### src/rtl/chnl_rx_stream_pkg.sv
// ============================================================================
//  Module   : chnl_rx_stream_pkg
//  Purpose  : Shared definitions for the channel RX stream adapter:
//             controller state encoding and helpers that derive the
//             words-per-beat count and the FIFO entry width from the
//             data path width.
//  Ports    : none (package)
//  Revision : 1.0 - initial release
// ============================================================================
`default_nettype none

package chnl_rx_stream_pkg;

    localparam int unsigned WORD_BITS = 32;

    typedef enum logic [1:0] {
        ST_IDLE = 2'd0,
        ST_ACK  = 2'd1,
        ST_RECV = 2'd2
    } rx_state_t;

    // 32-bit words carried by one data beat
    function automatic int unsigned words_per_beat(input int unsigned width);
        return width / WORD_BITS;
    endfunction

    // log2 of the words-per-beat count (exact for power-of-two widths)
    function automatic int unsigned words_per_beat_log2(input int unsigned width);
        return $clog2(width / WORD_BITS);
    endfunction

    // FIFO entry layout is {last, keep[N-1:0], data[W-1:0]}
    function automatic int unsigned entry_width(input int unsigned width);
        return width + (width / WORD_BITS) + 1;
    endfunction

endpackage

`default_nettype wire

### src/rtl/chnl_rx_stream_if.sv
// ============================================================================
//  Module   : chnl_rx_stream_if
//  Purpose  : Bundles the channel RX handshake (host side) and the
//             valid/ready output stream (downstream side) of the adapter.
//  Modports : slave  - the adapter (consumes CHNL_RX_*, drives dout_*)
//             master - the environment (drives CHNL_RX_*, consumes dout_*)
//  Revision : 1.0 - initial release
// ============================================================================
`default_nettype none

interface chnl_rx_stream_if
    import chnl_rx_stream_pkg::*;
#(
    parameter int C_PCI_DATA_WIDTH = 128
);
    localparam int N = int'(words_per_beat(C_PCI_DATA_WIDTH));

    logic                        CHNL_RX_CLK;
    logic                        CHNL_RX;
    logic                        CHNL_RX_ACK;
    logic                        CHNL_RX_LAST;
    logic [31:0]                 CHNL_RX_LEN;
    logic [30:0]                 CHNL_RX_OFF;
    logic [C_PCI_DATA_WIDTH-1:0] CHNL_RX_DATA;
    logic                        CHNL_RX_DATA_VALID;
    logic                        CHNL_RX_DATA_REN;

    logic [C_PCI_DATA_WIDTH-1:0] dout;
    logic [N-1:0]                dout_keep;
    logic                        dout_last;
    logic                        dout_valid;
    logic                        dout_ready;

    modport slave (
        output CHNL_RX_CLK, CHNL_RX_ACK, CHNL_RX_DATA_REN,
        input  CHNL_RX, CHNL_RX_LAST, CHNL_RX_LEN, CHNL_RX_OFF,
        input  CHNL_RX_DATA, CHNL_RX_DATA_VALID,
        output dout, dout_keep, dout_last, dout_valid,
        input  dout_ready
    );

    modport master (
        input  CHNL_RX_CLK, CHNL_RX_ACK, CHNL_RX_DATA_REN,
        output CHNL_RX, CHNL_RX_LAST, CHNL_RX_LEN, CHNL_RX_OFF,
        output CHNL_RX_DATA, CHNL_RX_DATA_VALID,
        input  dout, dout_keep, dout_last, dout_valid,
        output dout_ready
    );

endinterface

`default_nettype wire

### src/rtl/chnl_rx_stream_fifo.sv
// ============================================================================
//  Module   : chnl_rx_fifo
//  Purpose  : SRL-style first-word-fall-through FIFO. New entries shift in
//             at index 0; the head is the oldest entry at index cnt-1, so a
//             write in cycle t is readable in cycle t+1.
//  Ports    : clk, rst        - clock, synchronous active-high reset
//             enq_i, din_i    - write strobe / data (ignored when full)
//             deq_i           - pop the head (ignored when empty)
//             dout_o          - head entry
//             emp_o, full_o   - exact empty / full flags
//             cnt_o           - current occupancy
//  Revision : 1.0 - initial release
// ============================================================================
`default_nettype none

module chnl_rx_fifo #(
    parameter int DEPTH_LOG2 = 4,
    parameter int WIDTH      = 133
) (
    input  wire logic                  clk,
    input  wire logic                  rst,
    input  wire logic                  enq_i,
    input  wire logic [WIDTH-1:0]      din_i,
    input  wire logic                  deq_i,
    output logic      [WIDTH-1:0]      dout_o,
    output logic                       emp_o,
    output logic                       full_o,
    output logic      [DEPTH_LOG2:0]   cnt_o
);

    localparam int DEPTH = 1 << DEPTH_LOG2;
    localparam logic [DEPTH_LOG2:0]   c_full_cnt = {1'b1, {DEPTH_LOG2{1'b0}}};
    localparam logic [DEPTH_LOG2:0]   c_cnt_one  = {{DEPTH_LOG2{1'b0}}, 1'b1};
    localparam logic [DEPTH_LOG2-1:0] c_idx_one  = {{(DEPTH_LOG2-1){1'b0}}, 1'b1};

    logic [WIDTH-1:0]      mem_q [DEPTH];
    logic [DEPTH_LOG2:0]   cnt_q;
    logic [DEPTH_LOG2:0]   cnt_d;
    logic                  w_enq;
    logic                  w_deq;
    logic [DEPTH_LOG2-1:0] w_rd_idx;

    assign emp_o  = (cnt_q == '0);
    assign full_o = (cnt_q == c_full_cnt);
    assign cnt_o  = cnt_q;

    assign w_enq = enq_i && !full_o;
    assign w_deq = deq_i && !emp_o;

    // When full the low bits are zero and the decrement wraps to DEPTH-1
    assign w_rd_idx = cnt_q[DEPTH_LOG2-1:0] - c_idx_one;
    assign dout_o   = mem_q[w_rd_idx];

    // Storage is a pure shift register and carries no reset
    always_ff @(posedge clk) begin
        if (w_enq) begin
            mem_q[0] <= din_i;
            for (int i = DEPTH - 1; i > 0; i--) begin
                mem_q[i] <= mem_q[i-1];
            end
        end
    end

    always_comb begin
        cnt_d = cnt_q;
        case ({w_enq, w_deq})
            2'b10:   cnt_d = cnt_q + c_cnt_one;
            2'b01:   cnt_d = cnt_q - c_cnt_one;
            default: cnt_d = cnt_q;
        endcase
    end

    always_ff @(posedge clk) begin
        if (rst) begin
            cnt_q <= '0;
        end else begin
            cnt_q <= cnt_d;
        end
    end

endmodule

`default_nettype wire

### src/rtl/chnl_rx_stream.sv
// ============================================================================
//  Module   : chnl_rx_stream
//  Purpose  : RX front-end for one PCIe channel. Accepts a transaction,
//             acknowledges it for one cycle, counts incoming 32-bit words
//             against the announced length and buffers each beat with its
//             word-keep mask and last flag in a FWFT FIFO that feeds a
//             valid/ready stream.
//  Ports    : CLK, RST          - clock, synchronous active-high reset
//             rx (slave)        - channel RX handshake + output stream
//             xfer_len/off/host_last - fields latched at acceptance
//             busy              - controller not idle
//             stat_beats/stalls - statistics counters
//  Options  : CHNL_RX_STAT_EN   - when defined, stat_beats counts enqueued
//             beats and stat_stalls counts RECV cycles with VALID while
//             the FIFO is full (both saturating). Otherwise both read 0.
//  Revision : 1.0 - initial release
// ============================================================================
`default_nettype none

module chnl_rx_stream
    import chnl_rx_stream_pkg::*;
#(
    parameter int C_PCI_DATA_WIDTH = 128,
    parameter int FIFO_SIZE        = 4
) (
    input  wire logic          CLK,
    input  wire logic          RST,
    chnl_rx_stream_if.slave    rx,
    output logic [31:0]        xfer_len,
    output logic [30:0]        xfer_off,
    output logic               xfer_host_last,
    output logic               busy,
    output logic [31:0]        stat_beats,
    output logic [31:0]        stat_stalls
);

    localparam int N  = int'(words_per_beat(C_PCI_DATA_WIDTH));
    localparam int EW = int'(entry_width(C_PCI_DATA_WIDTH));
    localparam logic [32:0] c_n_words = 33'(N);

    rx_state_t   state_q;
    logic [31:0] len_q;
    logic [30:0] off_q;
    logic        host_last_q;
    logic [32:0] count_q;
    logic        ack_q;
    logic        busy_q;

    logic [32:0]    w_len_ext;
    logic [32:0]    w_rem;
    logic [32:0]    count_d;
    logic [N-1:0]   w_keep;
    logic           w_last;
    logic           w_ren;
    logic           w_enq;
    logic           w_full;
    logic           w_emp;
    logic [EW-1:0]  w_head;
    logic [FIFO_SIZE:0] w_unused_cnt;

    // Word count is one bit wider than LEN so count+N never wraps
    assign w_len_ext = {1'b0, len_q};
    assign w_rem     = w_len_ext - count_q;
    assign w_ren     = (state_q == ST_RECV) && (count_q < w_len_ext) && !w_full;
    assign w_enq     = rx.CHNL_RX_DATA_VALID && w_ren;
    assign count_d   = w_enq ? (count_q + c_n_words) : count_q;
    assign w_last    = (w_rem <= c_n_words);

    // Word i of the beat is valid while fewer than rem words precede it
    always_comb begin
        w_keep = '0;
        for (int i = 0; i < N; i++) begin
            w_keep[i] = (w_rem > 33'(i));
        end
    end

    always_ff @(posedge CLK) begin
        if (RST) begin
            state_q     <= ST_IDLE;
            len_q       <= '0;
            off_q       <= '0;
            host_last_q <= 1'b0;
            count_q     <= '0;
            ack_q       <= 1'b0;
            busy_q      <= 1'b0;
        end else begin
            ack_q <= 1'b0;
            case (state_q)
                ST_IDLE: begin
                    if (rx.CHNL_RX) begin
                        len_q       <= rx.CHNL_RX_LEN;
                        off_q       <= rx.CHNL_RX_OFF;
                        host_last_q <= rx.CHNL_RX_LAST;
                        count_q     <= '0;
                        ack_q       <= 1'b1;
                        busy_q      <= 1'b1;
                        state_q     <= ST_ACK;
                    end
                end
                ST_ACK: begin
                    if (len_q == '0) begin
                        busy_q  <= 1'b0;
                        state_q <= ST_IDLE;
                    end else begin
                        state_q <= ST_RECV;
                    end
                end
                ST_RECV: begin
                    count_q <= count_d;
                    if (count_d >= w_len_ext) begin
                        busy_q  <= 1'b0;
                        state_q <= ST_IDLE;
                    end
                end
                default: begin
                    busy_q  <= 1'b0;
                    state_q <= ST_IDLE;
                end
            endcase
        end
    end

    chnl_rx_fifo #(
        .DEPTH_LOG2 (FIFO_SIZE),
        .WIDTH      (EW)
    ) u_fifo (
        .clk    (CLK),
        .rst    (RST),
        .enq_i  (w_enq),
        .din_i  ({w_last, w_keep, rx.CHNL_RX_DATA}),
        .deq_i  (rx.dout_ready),
        .dout_o (w_head),
        .emp_o  (w_emp),
        .full_o (w_full),
        .cnt_o  (w_unused_cnt)
    );

    assign rx.CHNL_RX_CLK      = CLK;
    assign rx.CHNL_RX_ACK      = ack_q;
    assign rx.CHNL_RX_DATA_REN = w_ren;
    assign rx.dout             = w_head[C_PCI_DATA_WIDTH-1:0];
    assign rx.dout_keep        = w_head[C_PCI_DATA_WIDTH+N-1:C_PCI_DATA_WIDTH];
    assign rx.dout_last        = w_head[EW-1];
    assign rx.dout_valid       = !w_emp;

    assign xfer_len       = len_q;
    assign xfer_off       = off_q;
    assign xfer_host_last = host_last_q;
    assign busy           = busy_q;

`ifdef CHNL_RX_STAT_EN
    logic [31:0] beats_q;
    logic [31:0] stalls_q;

    always_ff @(posedge CLK) begin
        if (RST) begin
            beats_q  <= '0;
            stalls_q <= '0;
        end else begin
            if (w_enq && (beats_q != '1)) begin
                beats_q <= beats_q + 32'd1;
            end
            if ((state_q == ST_RECV) && rx.CHNL_RX_DATA_VALID && w_full
                    && (stalls_q != '1)) begin
                stalls_q <= stalls_q + 32'd1;
            end
        end
    end

    assign stat_beats  = beats_q;
    assign stat_stalls = stalls_q;
`else
    assign stat_beats  = '0;
    assign stat_stalls = '0;
`endif

endmodule

`default_nettype wire
### src/flat_wrapper.sv
// flat-port wrapper written by rule: the top's interface ports become plain ports
module chnl_rx_stream_flat import chnl_rx_stream_pkg::*;
#(
    parameter int C_PCI_DATA_WIDTH = 128,
    parameter int FIFO_SIZE        = 4
)
  (CLK, RST, xfer_len, xfer_off, xfer_host_last, busy, stat_beats, stat_stalls, rx_CHNL_RX_CLK, rx_CHNL_RX_ACK, rx_CHNL_RX_DATA_REN, rx_CHNL_RX, rx_CHNL_RX_LAST, rx_CHNL_RX_LEN, rx_CHNL_RX_OFF, rx_CHNL_RX_DATA, rx_CHNL_RX_DATA_VALID, rx_dout, rx_dout_keep, rx_dout_last, rx_dout_valid, rx_dout_ready);
  chnl_rx_stream_if #(.C_PCI_DATA_WIDTH(C_PCI_DATA_WIDTH)) rx_i ();
  input  wire logic CLK;
  input  wire logic RST;
  output logic [31:0] xfer_len;
  output logic [30:0] xfer_off;
  output logic xfer_host_last;
  output logic busy;
  output logic [31:0] stat_beats;
  output logic [31:0] stat_stalls;
  output wire logic [$bits(rx_i.CHNL_RX_CLK)-1:0] rx_CHNL_RX_CLK;
  output wire logic [$bits(rx_i.CHNL_RX_ACK)-1:0] rx_CHNL_RX_ACK;
  output wire logic [$bits(rx_i.CHNL_RX_DATA_REN)-1:0] rx_CHNL_RX_DATA_REN;
  input wire logic [$bits(rx_i.CHNL_RX)-1:0] rx_CHNL_RX;
  input wire logic [$bits(rx_i.CHNL_RX_LAST)-1:0] rx_CHNL_RX_LAST;
  input wire logic [$bits(rx_i.CHNL_RX_LEN)-1:0] rx_CHNL_RX_LEN;
  input wire logic [$bits(rx_i.CHNL_RX_OFF)-1:0] rx_CHNL_RX_OFF;
  input wire logic [$bits(rx_i.CHNL_RX_DATA)-1:0] rx_CHNL_RX_DATA;
  input wire logic [$bits(rx_i.CHNL_RX_DATA_VALID)-1:0] rx_CHNL_RX_DATA_VALID;
  output wire logic [$bits(rx_i.dout)-1:0] rx_dout;
  output wire logic [$bits(rx_i.dout_keep)-1:0] rx_dout_keep;
  output wire logic [$bits(rx_i.dout_last)-1:0] rx_dout_last;
  output wire logic [$bits(rx_i.dout_valid)-1:0] rx_dout_valid;
  input wire logic [$bits(rx_i.dout_ready)-1:0] rx_dout_ready;
  assign rx_CHNL_RX_CLK = rx_i.CHNL_RX_CLK;
  assign rx_CHNL_RX_ACK = rx_i.CHNL_RX_ACK;
  assign rx_CHNL_RX_DATA_REN = rx_i.CHNL_RX_DATA_REN;
  assign rx_i.CHNL_RX = rx_CHNL_RX;
  assign rx_i.CHNL_RX_LAST = rx_CHNL_RX_LAST;
  assign rx_i.CHNL_RX_LEN = rx_CHNL_RX_LEN;
  assign rx_i.CHNL_RX_OFF = rx_CHNL_RX_OFF;
  assign rx_i.CHNL_RX_DATA = rx_CHNL_RX_DATA;
  assign rx_i.CHNL_RX_DATA_VALID = rx_CHNL_RX_DATA_VALID;
  assign rx_dout = rx_i.dout;
  assign rx_dout_keep = rx_i.dout_keep;
  assign rx_dout_last = rx_i.dout_last;
  assign rx_dout_valid = rx_i.dout_valid;
  assign rx_i.dout_ready = rx_dout_ready;
  chnl_rx_stream #(.C_PCI_DATA_WIDTH(C_PCI_DATA_WIDTH), .FIFO_SIZE(FIFO_SIZE)) u_core (.CLK(CLK), .RST(RST), .rx(rx_i), .xfer_len(xfer_len), .xfer_off(xfer_off), .xfer_host_last(xfer_host_last), .busy(busy), .stat_beats(stat_beats), .stat_stalls(stat_stalls));
endmodule
### config.mk
export PLATFORM = sky130hd
export DESIGN_NAME = chnl_rx_stream_flat
export DESIGN_NICKNAME = d
export VERILOG_FILES = /design/src/rtl/chnl_rx_stream_pkg.sv /design/src/rtl/chnl_rx_stream_if.sv /design/src/rtl/chnl_rx_stream_fifo.sv /design/src/rtl/chnl_rx_stream.sv /design/src/flat_wrapper.sv
export SDC_FILE = /design/constraint.sdc
export NUM_CORES = 2
export LEC_CHECK = 0
export CAP_MARGIN = 30
export CORE_AREA = 2 2 374 376
export DETAILED_ROUTE_END_ITERATION = 8
export DIE_AREA = 0 0 376 378
export GPL_ROUTABILITY_DRIVEN = 0
export PLACE_DENSITY = 0.84
export SLEW_MARGIN = 15
export SYNTH_ARGS = -nofsm -noshare
export SYNTH_HDL_FRONTEND = slang
export SYNTH_SLANG_ARGS = --single-unit
### constraint.sdc
create_clock -name CLK -period 52.4 [get_ports CLK]
set_clock_uncertainty 0.2 [all_clocks]
set_input_delay 5.24 -clock CLK [delete_from_list [all_inputs] [get_ports CLK]]
set_output_delay 5.24 -clock CLK [all_outputs]
set_load 0.1 [all_outputs]
==> results by stage <==
Routing:
- The post-detailed-route via-to-cell ratio is 6.633.
- The number of detailed-routing iterations run before antenna repair is 6.
- The initial detailed-routing violation count is 4772.
- Once detail routing completed, the nets flagged for antenna violations numbered 0.
- For this run, design rule violations remaining after detail routing come to 0.
- The sum of routed wire length over all layers is 196000 um.
- The final routed wire length divided by cell count is 29.73 um.
- The routed via count is 43730.

Yosys:
- The synthesized netlist devotes 2.298% of its cell area to compound gates.
- Counting flops with a built-in enable in the synthesized netlist gives 2128.
- The most used flip-flop cell after synthesis is sky130_fd_sc_hd__edfxtp_1.
- By area the synthesized netlist is led by sky130_fd_sc_hd__edfxtp_1 (73%), sky130_fd_sc_hd__mux4_2 (17%), sky130_fd_sc_hd__dfxtp_1 (2.4%), sky130_fd_sc_hd__ha_1 (0.98%), sky130_fd_sc_hd__a21oi_1 (0.82%).
- The synthesized area per cell is 21.60 sq um.
- Synthesis inferred 2232 register bits.
- The fraction of the mapped netlist area in adder cells is 1.008%.
- Of the synthesized area, sequential elements account for 75.26%.
- The largest area contributor in the netlist is sky130_fd_sc_hd__edfxtp_1.
- Yosys printed 0 warnings.
- The proportion of synthesized flip-flops having asynchronous set or reset is 0%.
- Yosys instantiated no cell more often than sky130_fd_sc_hd__edfxtp_1.
- The combinational family with the most area after synthesis is multiplexers.
- Of the total synthesized cell area, the portion taken by XOR and XNOR cells is 0.4595%.
- Synthesis instantiated 80 different standard cells from the library.
- After synthesis, the share of cell area in mux cells is 17.17%.
- The area share of the largest cell type after synthesis is 72.89%.
- Ranked by instance count, the synthesized netlist is headed by sky130_fd_sc_hd__edfxtp_1 (2128), sky130_fd_sc_hd__mux4_2 (665), sky130_fd_sc_hd__nand2_1 (184), sky130_fd_sc_hd__clkbuf_1 (159), sky130_fd_sc_hd__a21oi_1 (143).
- Summing the areas of all and, or, nand and nor instances in the mapped netlist gives 2.079% of the synthesized area.
- The area of the mapped netlist is 87670 sq um.
- Counting every instance in the synthesized netlist gives 4058.

Cells and area:
- Compared with the post-synthesis result, the final layout area differs by 16.66%.
- The number of nets in the layout is 4860.
- The area occupied by multi-input gates is 20450 sq um.
- Across the whole layout, storage elements account for 65990 sq um.
- The number of fill cells in the layout is 7310.
- In the final layout, the share of cells above drive strength 1 is 23.55%.
- The count of cells in the finished layout, fillers not included, comes to 6593.

Worst setup path:
- Data on the critical path is required at its endpoint by 46.96 ns.
- The register-to-register path setup slack is 45.46 ns.
- The worst setup path is captured at an output port.
- The type of the worst setup path is clk -> out.
- The nature of the critical path startpoint is a clock port.
- The endpoint arrival time on the critical path is 27.40 ns.
- In this run the worst path has a maximum fanout of 2.

STA:
- The final-report hold violation count is 0.
- The worst hold slack is 0.2151 ns.
- The number of failing setup endpoints in the final timing report is 0.
- The transition time at the pin with the least slew margin is 1.110 ns.
- Setup repair after global routing left no endpoint under its margin.
- The number of slew-limit violations in the final report is 0.
- Headroom to the max-slew limit came out at 26.00%.
- Adding up every negative setup slack in the final design gives 0 ns.

Placed design:
- The post-detailed-placement half-perimeter wirelength is 103400 um.
- The total placed cells including tap cells is 6170.
- Buffers placed on the I/O ports in this run total 398.

Global routing:
- The initial antenna violation count was 7.
- The global-route wire length before repair is 284200 um.
- The aggregate global routing overflow is 0.
- The largest net degree at the start of global routing is 209.
- The number of global-route vias before repair is 44770.
- In the global route stage, overall resource usage came out at 26.74%.

Die:
- The initialized floorplan defines 137 standard-cell rows.
- The overall die width is 376 um.
- The die covers 142100 sq um.
- The placeable core region is 138500 sq um.
- The number of primary I/O pins is 463.
- The starting density of the core is 63.30%.
- The overall die height is 378 um.

Min path:
- The worst hold path class is reg -> reg.

Run status:
- The run finished with clean final reports.

Power and ir drop:
- Power spread over the standard cell area amounts to 44.07 nW/um^2.
- The total leakage power is 31.94 nW.
- The maximum VDD drop is 0.05138 mV.

CTS:
- TritonCTS built the clock tree.
- Gates resized during post-CTS repair numbered 0.
- The source-to-sink clock delay at the later pin of the worst-skew pair is 0.95 ns.
- The number of buffers added to fix hold violations after cts is 0.
- The clock-pin slew reported for the worst setup and hold paths after clock tree synthesis is 0.06 ns.
- After clock tree synthesis, the setup repair step added 0 buffers.

Flow run:
- The number of max-capacitance violations reported is 0.
-- per-layer routing --
metal | vias up | track usage, % | part of all wire, %
met5 | - | 0 | 0.021
met4 | 6 | 9.155 | 3.6
met3 | 449 | 4.619 | 6.8
met2 | 2346 | 45.89 | 53
met1 | 22980 | 35.15 | 37
li1 | 17960 | - | -
-- cells in the final DEF (no fill, tap or decap), types with 8 or more instances in the layout --
master,instances
sky130_fd_sc_hd__clkbuf_16,217
sky130_fd_sc_hd__clkinvlp_4,10
sky130_fd_sc_hd__o21ai_1,9
sky130_fd_sc_hd__mux4_2,665
sky130_fd_sc_hd__and4_1,8
sky130_fd_sc_hd__and3_1,11
sky130_fd_sc_hd__buf_4,39
sky130_fd_sc_hd__conb_1,66
sky130_fd_sc_hd__clkinv_1,50
sky130_fd_sc_hd__nand2b_1,11
sky130_fd_sc_hd__buf_12,11
sky130_fd_sc_hd__buf_16,65
sky130_fd_sc_hd__inv_1,74
sky130_fd_sc_hd__dfxtp_1,103
sky130_fd_sc_hd__ha_1,68
sky130_fd_sc_hd__a21o_1,28
sky130_fd_sc_hd__clkinv_2,50
sky130_fd_sc_hd__a21oi_1,143
sky130_fd_sc_hd__nor2_1,47
sky130_fd_sc_hd__edfxtp_1,2128
sky130_fd_sc_hd__nor3_1,19
sky130_fd_sc_hd__o21ai_0,46
sky130_fd_sc_hd__nand4_1,33
sky130_fd_sc_hd__o21a_1,10
sky130_fd_sc_hd__clkdlybuf4s50_1,396
sky130_fd_sc_hd__clkbuf_1,41
sky130_fd_sc_hd__bufinv_16,20
sky130_fd_sc_hd__a31oi_1,10
sky130_fd_sc_hd__nor4_1,11
sky130_fd_sc_hd__xnor2_1,40
sky130_fd_sc_hd__or3_1,9
sky130_fd_sc_hd__nand3_1,19
sky130_fd_sc_hd__nand2_1,183
-- cell type report --
type,instances,area share [%]
Clock buffer,259,5.469
Sequential cell,2232,64.52
Antenna cell,4,0.009787
Clock inverter,148,1.388
Timing Repair Buffer,512,6.126
Tap cell,1807,2.211
Inverter,75,0.2826
Multi-Input combinational cell,1556,20.00
-- through the flow --
stage | worst slack [ns] | power (mW) | utilization, % | area (sq um)
4_1_cts | 19.55 | 4.526 | 73.59 | 101900
3_5_place_dp | 19.82 | 2.973 | 68.53 | 94910
3_3_place_gp | 19.82 | 2.880 | 67.46 | 93440
2_1_floorplan | 20.10 | 2.748 | - | 87910
5_1_grt | 19.54 | 4.623 | 73.84 | 102300
6_report | 19.56 | 4.507 | 73.85 | 102300
-- sequential cells by signal, indices dropped and copies added (netlist names) --
| register | cells |
|---|---|
| u_core.busy | 1 |
| u_core.count_q | 31 |
| u_core.xfer_off | 31 |
| u_core.rx.CHNL_RX_ACK | 1 |
| u_core.u_fifo.mem_q | 2128 |
| u_core.state_q | 2 |
| u_core.u_fifo.cnt_o | 5 |
| u_core.xfer_host_last | 1 |
| u_core.xfer_len | 32 |
-- where the power goes --
part,internal (mW),switching (mW)
Sequential,1.99,0.0295
Combinational,0.341,0.589
Clock,0.864,0.692
-- critical path, stage by stage --
cell and delay [ns]:
sky130_fd_sc_hd__clkbuf_16 0.12, sky130_fd_sc_hd__clkbuf_16 0.13, sky130_fd_sc_hd__clkdlybuf4s50_1 0.95
-- cell families (layout without fill, tap and decap cells) --
family                     after synthesis  count (layout)
buffers and inverters                  334             994
other                                    2              70
and+or+nand+nor                        380             380
adders and majority gates               70              70
xor gates and xnor gates                46              46
AOI/OAI and AO/OA                      322             322
DFF                                   2232            2232
muxes                                  672             672
-- path summary, 6_finish.rpt --
check                                                  from                     endpoint  cells past startpoint
worst min register to register  u_core.u_fifo.mem_q[2][112]  u_core.u_fifo.mem_q[3][112]                      0
worst max register to register            u_core.count_q[3]  u_core.u_fifo.mem_q[10][25]                     15
worst min-delay path            u_core.u_fifo.mem_q[2][112]  u_core.u_fifo.mem_q[3][112]                      0
worst max-delay path                                    CLK               rx_CHNL_RX_CLK                      3
(Power assumes the default switching activity.)
